==> config.mk <==
export PLATFORM = sky130hd
export DESIGN_NAME = cgra_pc_sequencer
export DESIGN_NICKNAME = d
export VERILOG_FILES = /design/src/rtl/cgra_seq_pkg.sv /design/src/rtl/cgra_vect_counter.sv /design/src/rtl/cgra_pc_sequencer.sv
export SDC_FILE = /design/constraint.sdc
export NUM_CORES = 1
export LEC_CHECK = 0
export CORE_MARGIN = 1.5
export CORE_UTILIZATION = 45
export CTS_CLUSTER_SIZE = 20
export DETAILED_ROUTE_END_ITERATION = 10
export PLACE_DENSITY_LB_ADDON = 0.2
export SLEW_MARGIN = 20
export SYNTH_ARGS = -nofsm -noshare
export SYNTH_HDL_FRONTEND = slang
export SYNTH_SLANG_ARGS = --single-unit
==> constraint.sdc <==
create_clock -name clk -period 7.1 [get_ports clk]
set_input_delay 2.13 -clock clk [delete_from_list [all_inputs] [get_ports clk]]
set_output_delay 2.13 -clock clk [all_outputs]
set_load 0.02 [all_outputs]
==> src/rtl/cgra_seq_pkg.sv <==
// rtl/cgra_seq_pkg.sv - shared types and default widths for the CGRA PC sequencer
package cgra_seq_pkg;

    localparam int PC_W_DEF = 12;
    localparam int VL_W_DEF = 8;

    typedef enum logic [1:0] {
        IDLE = 2'd0,
        RUN  = 2'd1,
        VECT = 2'd2,
        DONE = 2'd3
    } seq_state_t;

endpackage

==> src/rtl/cgra_vect_counter.sv <==
// rtl/cgra_vect_counter.sv - vector length latch, element index counter and terminal flag
module cgra_vect_counter
    import cgra_seq_pkg::*;
#(
    parameter int VL_W = VL_W_DEF
) (
    input  logic            clk,
    input  logic            rst_n,
    input  logic            load_i,
    input  logic            active_i,
    input  logic            stall_i,
    input  logic [VL_W-1:0] vect_len_i,
    output logic            multi_o,
    output logic [VL_W-1:0] vect_idx_o,
    output logic            done_auto_incr_o
);

    logic [VL_W-1:0] vl_q, vl_d;
    logic [VL_W-1:0] idx_q, idx_d;

    // Lengths 0 and 1 both mean a single issue, so only >1 needs the VECT state.
    assign multi_o          = (vect_len_i > VL_W'(1));
    assign done_auto_incr_o = active_i && !stall_i && (idx_q == vl_q - VL_W'(1));
    assign vect_idx_o       = idx_q;

    always_comb begin
        vl_d  = vl_q;
        idx_d = idx_q;
        if (load_i) begin
            vl_d  = vect_len_i;
            idx_d = VL_W'(1);
        end else if (active_i && !stall_i) begin
            idx_d = done_auto_incr_o ? '0 : idx_q + VL_W'(1);
        end
    end

    always_ff @(posedge clk or negedge rst_n) begin
        if (!rst_n) begin
            vl_q  <= '0;
            idx_q <= '0;
        end else begin
            vl_q  <= vl_d;
            idx_q <= idx_d;
        end
    end

endmodule

==> src/rtl/cgra_pc_sequencer.sv <==
// rtl/cgra_pc_sequencer.sv - CGRA tile program counter sequencer with vector re-issue and BNE
module cgra_pc_sequencer
    import cgra_seq_pkg::*;
#(
    parameter int PC_W = PC_W_DEF,
    parameter int VL_W = VL_W_DEF
) (
    input  logic            clk,
    input  logic            rst_n,
    input  logic            start_i,
    input  logic [PC_W-1:0] start_pc_i,
    input  logic            stall_i,
    input  logic            is_not_vect_i,
    input  logic [VL_W-1:0] vect_len_i,
    input  logic            is_bne_i,
    input  logic            flag_neq_i,
    input  logic            is_halt_i,
    input  logic [PC_W-1:0] branch_imm_i,
    output logic [PC_W-1:0] pc_o,
    output logic            instr_valid_o,
    output logic [VL_W-1:0] vect_idx_o,
    output logic            vect_active_o,
    output logic            busy_o,
    output logic            done_o
);

    seq_state_t      state_q, state_d;
    logic [PC_W-1:0] pc_q, pc_d;
    logic            vect_load;
    logic            vect_multi;
    logic            done_auto_incr;

    cgra_vect_counter #(.VL_W(VL_W)) u_vect_counter (
        .clk              (clk),
        .rst_n            (rst_n),
        .load_i           (vect_load),
        .active_i         (state_q == VECT),
        .stall_i          (stall_i),
        .vect_len_i       (vect_len_i),
        .multi_o          (vect_multi),
        .vect_idx_o       (vect_idx_o),
        .done_auto_incr_o (done_auto_incr)
    );

    always_comb begin
        state_d       = state_q;
        pc_d          = pc_q;
        vect_load     = 1'b0;
        instr_valid_o = 1'b0;
        vect_active_o = 1'b0;
        busy_o        = 1'b0;
        done_o        = 1'b0;
        unique case (state_q)
            IDLE: begin
                if (start_i) begin
                    pc_d    = start_pc_i;
                    state_d = RUN;
                end
            end
            RUN: begin
                instr_valid_o = 1'b1;
                busy_o        = 1'b1;
                // A vector instruction never branches, even with is_bne set.
                if (!stall_i) begin
                    if (is_halt_i) begin
                        state_d = DONE;
                    end else if (!is_not_vect_i && vect_multi) begin
                        vect_load = 1'b1;
                        state_d   = VECT;
                    end else if (!is_not_vect_i) begin
                        pc_d = pc_q + PC_W'(1);
                    end else if (is_bne_i && flag_neq_i) begin
                        pc_d = branch_imm_i;
                    end else begin
                        pc_d = pc_q + PC_W'(1);
                    end
                end
            end
            VECT: begin
                instr_valid_o = 1'b1;
                vect_active_o = 1'b1;
                busy_o        = 1'b1;
                if (done_auto_incr) begin
                    pc_d    = pc_q + PC_W'(1);
                    state_d = RUN;
                end
            end
            DONE: begin
                done_o  = 1'b1;
                state_d = IDLE;
            end
            default: state_d = IDLE;
        endcase
    end

    always_ff @(posedge clk or negedge rst_n) begin
        if (!rst_n) begin
            state_q <= IDLE;
            pc_q    <= '0;
        end else begin
            state_q <= state_d;
            pc_q    <= pc_d;
        end
    end

    assign pc_o = pc_q;

endmodule

==> metrics.md <==
| Metric | Value |
|---|---|
| Met3 WL | just over 300 µm |
| Internal power | 0.000810 W |
| Worst vdd ir | 453 µV |
| Main flop type after synthesis | dfrtp_1 |
| Layout Skew | 5.70 ps |
| Final Cell Area | 2930 µm² |
| EDFF count, synth | 0 |
| Worst Setup Start Kind | flop |
| Chip width | between 70 and 80 µm |
| Crit share post-route | 63.4% |
| Worst-Margin Slew | a little over 800 ps |
| Hold Slack | 541 ps |
| Share of layout cells above drive strength 1 | 10.8% |
| Rows | 25 |
| Syn nets | 284 |
| Fin nets | approximately 340 |
| CP max-delay cell | ha_1 |
| Gr usage total | 21.8% |
| Wire per inst | 15.3 µm |
| PwrDens | 479 nW/µm² |
| Largest net degree at the start of global routing | 31 |
| Num CTS Buffers | 5 |
| Placed Area | 2820 µm² |
| Post-synth ARST share | between 90% and 100% |
| Routability cong. | 0.865 |
| Net Sw Power | 0.000596 W |
| Yosys cell types | 46 |
| Rel. slew slack | between 40 and 50% |
| Max cap viols | 0 |
| Placed insts | 343 |
| Setup Buffers After CTS | 0 |
| Post-CTS Resized | 0 |
| Clk pin slew, worst setup/hold paths | 60 ps |
| Final Max Tran Viols | 0 |
| Clk network pwr share | between 10 and 15% |
| # DRC | 0 |
| Fin. Hold Viols | 0 |
| Die footprint | 5250 µm² |
| R2R Setup Slk | about 4200 ps |
| Routed vias/inst | roughly 5.6 |
| Mapped Cells | 237 |
| Min Tclk post-route | 4500 ps |
| Worst hold path type | reg2reg |
| Synth Register Bits | 30 |
| Syn_area_per_cell | 9.16 µm² |
| Global-route wire length before repair | 8790 µm |
| Die Ht | 72.5 µm |
| CP Capture Type | primary output |
| Crit path kind | reg2out |
| Part of the power in registers | between 20 and 30% |
| Iter 0 DRT Violations | 112 |
| Root Driver | clkbuf_8 |
| CTS Sinks | 30 |
| Commonest cells after routing, fill and taps aside | clkdlybuf4s50_1 (63), dfrtp_1 (30), nor2_1 (22), nand2_1 (19), a21oi_1 (17) |
| Area grow syn2layout | 35.1% |
| CTS tree | built |
| Routed Antenna Nets | 0 |
| Commonest non-fill, non-tap cell in the layout | clkdlybuf4s50_1 |
| P_leak | roughly 1.2 nW |
| Pre-antenna DRT Iters | 4 |
| Total gr overflow | 0 |
| Status | completed |
| Setup Viol. Count Final | 0 |
| Clock tree buffer depth | 2 |
| Crit path cell chain | inv_1 > ha_1 > clkdlybuf4s50_1 |
| Setup_tns | 0 ps |
| Total wire length | 5350 µm |
| H-tree depth | 2 |
| PortBufs | 63 |
| Logic pwr share | 61.6% |
| Slowest Stage Delay on Critical Path | 840 ps |
| Register area share after synthesis | 34.6% |
| Number of standard cells in the layout, taps in and fillers out | 350 |
| Ports | 64 |
| Antenna violations before repair | 0 |
| Sw Share | 42.4% |
| DP HPWL | between 3000 and 4000 µm |
| Fmax | 0.222 GHz |
| Vias in the first global route | 1787 |
| DR vias | approximately 2000 |
| Cts hold-fix bufs | 0 |
| Antenna cells | 0 |
| Clock latency on the worst-skew pair | around 280 ps |
| Yosys warns | 0 |
| Synthesized area | ~2200 µm² |
| Initial Util | 46.3% |
| Core area | 4690 µm² |
| WL met2 | 2460 µm |
| Crit path arrival time | about 2400 ps |
| RSZ-0062 raised after global routing | false |
| Worst Path Required | 4970 ps |
| Top Layer Used | met4 |
| Routed length on met1 | 2530 µm |
| Final core area utilization | a little over three fifths |
| Worst-path maximum fanout | 27 |
cell usage after synthesis, types with 2 or more instances:
master    count  area, µm²
clkbuf_1      9       33.8
dfrtp_1      30        751
and3_1        2       12.5
nor4_1        2       12.5
ha_1          7       87.6
o21a_1        2       15.0
a22oi_1      15        113
mux2_2        7       78.8
a21oi_1      17       85.1
nand4_1       4       25.0
nor3_1        9       45.0
xnor2_1      15        131
a31oi_1       2       12.5
or4_1         2       15.0
mux2_4       10        150
or3_1         2       12.5
o21ai_0       8       40.0
nand2_1      19       71.3
inv_1         6       22.5
xor2_1        4       35.0
nor2_1       22       82.6
nor3b_1       2       15.0
and4_1        3       26.3
nand3_1       9       45.0
a21o_1        5       37.5
nor2b_1       4       25.0
critical path: cells and delay by family, from the launching register on:
kind       cells  cell delay, ps
fa+ha+maj      1             840
buf+inv        2             850
flops          1             400
per-layer routing:
metal | global-route usage [%] | vias to the layer above
met3 | 3.89 | 5
met4 | 6.92 | 0
met5 | 0 | -
met2 | 33.5 | 49
li1 | - | 982
met1 | 31.2 | 930
power groups by stage:
stage                     clock, W  combinational, W  sequential [W]
after floorplan                  0          0.000593        0.000392
after global placement           0          0.000856        0.000362
after detailed placement         0          0.000865        0.000364
after CTS                 0.000179          0.000871        0.000362
after global routing      0.000188          0.000947        0.000377
final                     0.000176          0.000866        0.000363
final cells by class:
type	count	area, µm²
clock buffers	6	82.6
fillers	407	1760
well taps	54	67.6
clock inverters	1	30.0
flip-flops and latches	30	751
repair buffers	64	638
multi-input cells	189	1340
inverters	6	22.5
per-stage QoR:
stage / setup WS, ps / power (W)
floorplan: 2910 / 0.000986
global placement: 2460 / 0.00122
detailed placement: 2410 / 0.00123
CTS: 2600 / 0.00141
global route: 2480 / 0.00151
finish: 2600 / 0.00141
cells by family after synthesis:
logic type               share of synthesized area, %
AND/OR/NAND/NOR                                  22.4
multiplexers                                     10.5
XOR/XNOR                                         7.67
flip-flops                                       34.6
buffers and inverters                            3.63
adder cells (fa/ha/maj)                          4.03
AO/OA/AOI/OAI                                    17.1
sequential cells by signal (all words and copies together), names as in the netlist:
| signal | cells |
|---|---|
| state_q | 2 |
| pc_o | 12 |
| u_vect_counter.vl_q | 8 |
| u_vect_counter.vect_idx_o | 8 |
path summary, 6_finish.rpt:
check / end / start / cells past startpoint
worst max-delay path: instr_valid_o / state_q[1] / 3
worst min-delay path: u_vect_counter.vl_q[7] / u_vect_counter.vl_q[7] / 1
worst max register to register: pc_o[6] / state_q[0] / 7
worst min register to register: u_vect_counter.vl_q[7] / u_vect_counter.vl_q[7] / 1
max in group asynchronous: u_vect_counter.vect_idx_o[0] / rst_n / 2
min in group asynchronous: pc_o[3] / rst_n / 2
Power figures use the tool's default switching activity.
